File: config.mk
export PLATFORM = sky130hd
export DESIGN_NAME = mode_exit_requester
export DESIGN_NICKNAME = d
export VERILOG_FILES = /design/src/rtl/mode_exit_requester.sv
export SDC_FILE = /design/constraint.sdc
export NUM_CORES = 1
export LEC_CHECK = 0
export CAP_MARGIN = 20
export CORE_ASPECT_RATIO = 0.6
export CORE_MARGIN = 1.5
export CORE_UTILIZATION = 35
export CTS_CLUSTER_SIZE = 28
export DETAILED_ROUTE_END_ITERATION = 10
export PLACE_DENSITY = 0.61
export SLEW_MARGIN = 5
export SYNTH_ARGS = -nofsm -noshare
export SYNTH_HDL_FRONTEND = slang
export SYNTH_SLANG_ARGS = --single-unit
File: constraint.sdc
create_clock -name clk -period 2.3 [get_ports clk]
set_input_delay 0.23 -clock clk [delete_from_list [all_inputs] [get_ports clk]]
set_output_delay 0.23 -clock clk [all_outputs]
set_load 0.02 [all_outputs]
File: src/rtl/mode_exit_requester.sv
// mode_exit_requester: long-press requester for the main-mode handshake, with ack timeout, retries and release lock-out.
module mode_exit_requester #(
  parameter logic [1:0]  OWN_MODE    = 2'b10,
  parameter logic [1:0]  TARGET_MODE = 2'b01,
  parameter int unsigned HOLD_CYCLES = 100_000_000,
  parameter int unsigned ACK_TIMEOUT = 1024,
  parameter int unsigned MAX_RETRY   = 3
) (
  input  logic       clk,
  input  logic       reset_n,
  input  logic [1:0] current_main_mode,
  input  logic       btn_trigger,
  input  logic       mode_ack,
  output logic       mode_req,
  output logic [1:0] mode_target,
  output logic       busy,
  output logic       error,
  output logic [3:0] hold_progress
);
  localparam int unsigned SEG_CYCLES = HOLD_CYCLES / 16;
  localparam int HW = $clog2(HOLD_CYCLES) + 1;
  localparam int SW = $clog2(SEG_CYCLES) + 1;
  localparam int TW = $clog2(ACK_TIMEOUT) + 1;
  localparam int RW = $clog2(MAX_RETRY) + 1;
  localparam logic [HW-1:0] HOLD_LAST = HW'(HOLD_CYCLES - 1);
  localparam logic [SW-1:0] SEG_LAST  = SW'(SEG_CYCLES - 1);
  localparam logic [TW-1:0] TMO_LAST  = TW'(ACK_TIMEOUT - 1);
  localparam logic [RW-1:0] RETRY_MAX = RW'(MAX_RETRY);
  typedef enum logic [2:0] {IDLE, HOLD, REQ, GAP, WAIT_RELEASE, FAIL} state_t;
  state_t state, state_d;
  logic [HW-1:0] hold_cnt, hold_cnt_d;
  logic [SW-1:0] seg_cnt, seg_cnt_d;
  logic [TW-1:0] tmo_cnt, tmo_cnt_d;
  logic [RW-1:0] retry, retry_d;
  logic [3:0] hold_progress_d;
  logic mode_req_d, busy_d, error_d;
  logic armed, acked, hold_stay, seg_wrap;
  assign armed = current_main_mode == OWN_MODE;
  // A missed ack shows up as the arbiter having already switched modes.
  assign acked = mode_ack || current_main_mode == TARGET_MODE;
  always_ff @(posedge clk or negedge reset_n)
    if (!reset_n) begin
      state         <= IDLE;
      hold_cnt      <= '0;
      seg_cnt       <= '0;
      tmo_cnt       <= '0;
      retry         <= '0;
      mode_req      <= 1'b0;
      mode_target   <= TARGET_MODE;
      busy          <= 1'b0;
      error         <= 1'b0;
      hold_progress <= 4'd0;
    end else begin
      state         <= state_d;
      hold_cnt      <= hold_cnt_d;
      seg_cnt       <= seg_cnt_d;
      tmo_cnt       <= tmo_cnt_d;
      retry         <= retry_d;
      mode_req      <= mode_req_d;
      mode_target   <= TARGET_MODE;
      busy          <= busy_d;
      error         <= error_d;
      hold_progress <= hold_progress_d;
    end
  always_comb begin
    state_d = state;
    case (state)
      IDLE:              state_d = armed && btn_trigger ? HOLD : IDLE;
      HOLD:              state_d = !btn_trigger || !armed ? IDLE : hold_cnt == HOLD_LAST ? REQ : HOLD;
      REQ:               state_d = acked ? WAIT_RELEASE : tmo_cnt != TMO_LAST ? REQ : retry < RETRY_MAX ? GAP : FAIL;
      GAP:               state_d = REQ;
      WAIT_RELEASE, FAIL: state_d = btn_trigger ? state : IDLE;
      default:           state_d = IDLE;
    endcase
  end
  // Outputs and counters are computed from the transition so every output leaves a flop.
  always_comb begin
    hold_stay       = state == HOLD && state_d == HOLD;
    seg_wrap        = seg_cnt == SEG_LAST;
    hold_cnt_d      = hold_stay ? hold_cnt + HW'(1) : '0;
    seg_cnt_d       = hold_stay && !seg_wrap ? seg_cnt + SW'(1) : '0;
    hold_progress_d = !hold_stay ? 4'd0 : seg_wrap && hold_progress != 4'hf ? hold_progress + 4'd1 : hold_progress;
    tmo_cnt_d       = state == REQ && state_d == REQ ? tmo_cnt + TW'(1) : '0;
    retry_d         = state == HOLD ? '0 : state == REQ && state_d == GAP ? retry + RW'(1) : retry;
    mode_req_d      = state_d == REQ;
    busy_d          = state_d != IDLE;
    error_d         = state_d == FAIL || (error && !(state == IDLE && state_d == HOLD));
  end
endmodule

Word-level counts from Yosys, hierarchy flattened
Cells that the tools add are included.

Register bits: 76. Input bits: 6. Output and inout bits: 9. Word-level logic and storage cells: 65.

Add/sub/neg operators: 5. Order comparisons: 1. Equal/unequal tests: 16. Mux-type cells: 15. Reductions and logical operators: 19.

Operator list (count): adder 28 x 1 -> 28 bit, second input constant (1); equality test 28 x 27 -> 1 bit, second input constant (1); 2-to-1 mux 28 bit (1); adder 24 x 1 -> 24 bit, second input constant (1); equality test 24 x 23 -> 1 bit, second input constant (1); 2-to-1 mux 24 bit (1); 2-to-1 mux 3 bit (6); case mux 3 bit (5 select lines) (1); equality test 3 x 2 -> 1 bit, second input constant (4); adder 11 x 1 -> 11 bit, second input constant (1); 2-to-1 mux 11 bit (1); != test 11 x 10 -> 1 bit, second input constant (1); equality test 3 bit, second input constant (3); logical AND 1 bit (8); 2-to-1 mux 4 bit (2); equality test 3 x 1 -> 1 bit, second input constant (2); adder 4 x 1 -> 4 bit, second input constant (1); zero test 1 bit (4); 2-to-1 mux 2 bit (2); != test 4 bit, second input constant (1); adder 3 x 1 -> 3 bit, second input constant (1); zero test 3 bit (1); logical OR 1 bit (3); < comparator 3 x 2 -> 1 bit, second input constant (1); other kinds (7) (7).

Logic depth before layout (Yosys ltp)
Gate-level depths: netlist of the first run.

Depth after elaboration: 10. Gate-level depth with buffers: 8. Gate-level depth less buffers: 7.

Worst setup path before layout of the first run
Ideal clock, no wire load.

Path kind: reg2reg. Start: register hold_cnt[0]. End: register tmo_cnt[3]. Library setup time: 95 ps. Data arrival time: 1893 ps. Data required time: 2205 ps. Slack: 312 ps. Stages on the path, launching flop included: 8. Path buffers: 1. Clock period less this slack: 1988 ps. Path through: dfrtp_1 ha_1 nand3_1 or4b_4 nor3_1 a311oi_2 buf_6 nor4_4.

Word-level cells in the longest chain between the ends: 7.

Ends and longest elaborated chain: from (decl) (RTL line 31) `logic [HW-1:0] hold_cnt, hold_cnt_d;`; from (signal assigned) (RTL line 55) `hold_cnt <= hold_cnt_d;`; equality test 28 x 27 -> 1 bit (RTL line 69) `HOLD: state_d = !btn_trigger || !armed ? IDLE : hold_cnt == HOLD_LAST ? REQ : HOLD;`; 2-to-1 mux 2 bit (2 in series) (RTL line 69); case mux 3 bit (5 select lines) (RTL line 67) `case (state)`; equality test 3 x 2 -> 1 bit (RTL line 83) `tmo_cnt_d = state == REQ && state_d == REQ ? tmo_cnt + TW'(1) : '0;`; logical AND 1 bit (RTL line 83); 2-to-1 mux 11 bit (RTL line 83); via tmo_cnt_d[3] (RTL line 33) `logic [TW-1:0] tmo_cnt, tmo_cnt_d;`; to (signal assigned) (RTL line 57) `tmo_cnt <= tmo_cnt_d;`; to (decl) (RTL line 33).

The timed path passes the listed nets, and every way through them passes these cells. A chain may end at the register's enable or synchronous reset.

Worst setup path after layout of the first run
Start: register hold_cnt[25]. End: register hold_cnt[19].

Word-level cells in the longest chain between the ends: 7.

Ends and longest elaborated chain: equality test 28 x 27 -> 1 bit (RTL line 69); 2-to-1 mux 2 bit (2 in series) (RTL line 69); case mux 3 bit (5 select lines) (RTL line 67); equality test 3 x 1 -> 1 bit (RTL line 78) `hold_stay = state == HOLD && state_d == HOLD;`; logical AND 1 bit (RTL line 78); 2-to-1 mux 28 bit (RTL line 80) `hold_cnt_d = hold_stay ? hold_cnt + HW'(1) : '0;`; via hold_cnt_d[19] (RTL line 31).

The timed path passes the listed nets, and every way through them passes these cells.

==> results.md, run 1 <==
* Total Power at between 3 and 4 mW
* Critical Path Source: hold_cnt[25]$_DFF_PN0_
* Avg WL per Cell at between 10 and 15 um
* Final wirelength at a little over 8000 um
* I/O Pins at 15
* Yosys cell types at 47
* Crit path cell chain: nor4bb_1 -> nand4_1 -> buf_4 -> o21bai_4 -> buf_4 -> buf_4 -> nor2_1
* Vias at about 2.8k
* Crit Path Max Fanout at 21
* Synth warn at 0
* Hold Crit Class: in2async
* Seq cells post-synth at between 70 and 80
* Pwr Density at approximately 650 nW/um^2
* RSZ-0062 raised after global routing: no
* Mapped Area at between 3000 and 4000 um^2
* CTS Buffer Depth at 2
* RR Startpoint: hold_cnt[25]$_DFF_PN0_
* EDFF count, synth at 0
* Clk sinks at between 70 and 80
* Failing checks: design-rule violations
* Syn Area/Cell at about 10 um^2
* GRT Util Overall at ~15%
* Syn Nets at 404
* Crit path depth at 7
* Worst-Skew Late Latency at 340 ps
* Cell count after synthesis at between 300 and 400
* DIE HEIGHT at approximately 85 um
* Port Buf Inserts at 12
* Crit Path Category: reg2reg
* Worst EP required at ~2500 ps
* Post-synth ARST share at 100%
* DRT iter0 DRCs at 200
* Layout Nets at 431
* End of the worst register-to-register path: hold_cnt[19]$_DFF_PN0_
* DRT Pass-1 Iters at 7
* DPL Wire Length at around 5500 um
* ANT nets after route at 0
* CTS tree: done
* Drt via density at 5.06
* N_diodes at 0
* Sequential share of the synthesized area at 48.6%
* CP Launch Type: register
* Crit path DAT at 2350 ps
* Largest net degree at the start of global routing at 40
* Max VDD drop at 332 uV
* Area growth syn-to-layout at 19.2%
* CP endpoint: hold_cnt[19]$_DFF_PN0_
* # rows at 29
* Initial Utilization at approximately 36%
* Vias in the first global route at between 2k and 3k
* Drt drc at 3
* Worst slew margin at around 65%
* R2R cell count at 7
* Slowest stage delay, CP at approximately 420 ps
* Setup TNS Final at 0 ps
* First-pass GRT wire length at about 14000 um
* Grt ovf at 0
* Die width at approximately 140 um
* CP top delay family: simple AND/OR/NAND/NOR gates
* Clock Root Buffer: clkbuf_16
* Core footprint at 10700 um^2
* Max-Cap Viols at 0
* Post-CTS setup buffer count at 0
* Hold Violations, Final at 0
* Fin crit period at ~2100 ps
* Pleak at 1.88 nW
* GPL Wtd Cong at ~0.8
* Bufs and invs on worst path at 3
* Status: finished, violations left
* Num CTS Buffers at 9
* Antenna violations before repair at 0
* Final period utilization at 93.2%
* Post-synth top flop: dfrtp_1
* Max Clock Skew at 5.91 ps
* R2R Setup Slk at 160 ps
* Critical path's most frequent cell: buf_4
* Critical Path Sink Type: register
* Crit-path slowest cell: dfrtp_1
* Clock transition at path regs at 60 ps
* Max H-tree Level at 3
* Worst slew pin tran at about 530 ps
* Layout cells sized above 1 at 13.7%
* F_max at between 400 and 500 MHz
* Die ar. at ~12000 um^2
* Final setup fails at 0
* Max-slew violations at 0
-- cell families (layout without fill, tap and decap cells) --
| family | after synthesis | after routing | share of synthesized area [%] |
|---|---|---|---|
| simple gates | 204 | 204 | 29.2 |
| flops | 76 | 76 | 48.6 |
| xor+xnor | 55 | 55 | 12.3 |
| buf+inv | 26 | 57 | 3.23 |
| compound gates | 21 | 21 | 3.83 |
| fa+ha+maj | 5 | 5 | 1.60 |
| mux | 4 | 4 | 1.02 |
| other cells | 2 | 2 | 0.192 |
-- cell type report --
class,instances,area [um^2]
clock inverters,5,100
flip-flops and latches,76,1900
repair buffers,30,293
inverters,12,45.0
clock buffers,10,239
multi-input cells,291,1910
fillers,1011,6070
well taps,139,174
-- through the flow --
step / cell area, um^2 / cells / hold WS (ps) / setup slack (ps) / utilization [%]
after detailed placement: 4290 / 547 / 251 / 95.1 / 39.9
after global placement: 4290 / 547 / 250 / 135 / 39.9
after floorplan: 3920 / 393 / -65.6 / 312 / -
after global routing: 4670 / 563 / 459 / 21.8 / 43.5
after CTS: 4640 / 563 / 435 / 91.2 / 43.2
final: 4670 / 563 / 415 / 157 / 43.5
-- timing repair --
action,in CTS,in global routing
setup endpoints to repair,0,11
hold endpoints to repair,37,0
gates resized for setup,0,3
hold buffers,1,0
-- synth_stat cells, drive strengths merged (3+ instances only) --
| library cell | count | area, um^2 |
|---|---|---|
| and4 | 9 | 81.3 |
| mux2i | 4 | 40.0 |
| inv | 12 | 45.0 |
| a21oi | 5 | 25.0 |
| nand3 | 23 | 115 |
| dfrtp | 76 | 1900 |
| nand4 | 16 | 100 |
| ha | 5 | 62.6 |
| o21ai | 8 | 40.0 |
| buf | 10 | 66.3 |
| or3 | 3 | 18.8 |
| nand2b | 3 | 18.8 |
| xnor2 | 29 | 254 |
| nor4 | 22 | 209 |
| nor2 | 54 | 203 |
| and2 | 3 | 21.3 |
| nor3 | 12 | 60.1 |
| nand2 | 35 | 131 |
| clkbuf | 4 | 15.0 |
| and3 | 11 | 68.8 |
| xor2 | 26 | 228 |
-- how the worst min path moves through the flow --
stage	startpoint	to	slack [ps]
after floorplan	reset_n	busy$_DFF_PN0_	-70
after global placement	reset_n	hold_cnt[17]$_DFF_PN0_	250
after detailed placement	reset_n	hold_cnt[11]$_DFF_PN0_	250
after CTS	reset_n	hold_cnt[11]$_DFF_PN0_	430
after global routing	reset_n	hold_cnt[15]$_DFF_PN0_	460
final	reset_n	hold_cnt[18]$_DFF_PN0_	410
-- power by group --
part | switching [mW] | internal (mW)
logic | 0.0499 | 0.0274
clock network | 0.547 | 1.08
registers | 0.00204 | 1.34
total | 0.599 | 2.45
-- state kept, by name, summed over array words and instances (netlist names) --
| signal | flops |
|---|---|
| hold_progress | 4 |
| tmo_cnt | 11 |
| retry | 3 |
| busy | 1 |
| seg_cnt | 24 |
| mode_req | 1 |
| error | 1 |
| hold_cnt | 28 |
| state | 3 |
-- routing by layer --
layer | wire length [um] | GRT usage (%) | vias to the layer above
met5 | 0 | 0 | -
met3 | 320 | 3.95 | 9
met4 | 108 | 4.31 | 0
li1 | - | - | 1418
met1 | 4500 | 22.8 | 1380
met2 | 3320 | 21.0 | 40
-- placed cells by master (no fill, tap or decap), types with 4 or more instances in the layout --
| cell | instances |
|---|---|
| nand2_1 | 35 |
| nor4_2 | 10 |
| o21ai_0 | 8 |
| clkdlybuf4s50_1 | 11 |
| xor2_1 | 26 |
| and4_1 | 8 |
| buf_4 | 15 |
| clkbuf_16 | 9 |
| and3_1 | 11 |
| nand4_1 | 16 |
| a21oi_1 | 5 |
| dfrtp_1 | 76 |
| nor3_1 | 11 |
| ha_1 | 5 |
| inv_1 | 11 |
| mux2i_1 | 4 |
| nor2_1 | 54 |
| nand3_1 | 23 |
| nor4_1 | 11 |
| xnor2_1 | 29 |
(Power assumes the default switching activity.)
==> inputs of run 2 (changes only) <==
- SLEW_MARGIN: 5 -> 25
==> results of run 2 <==
The final DEF is identical to that of run 1; final timing and power are the same.
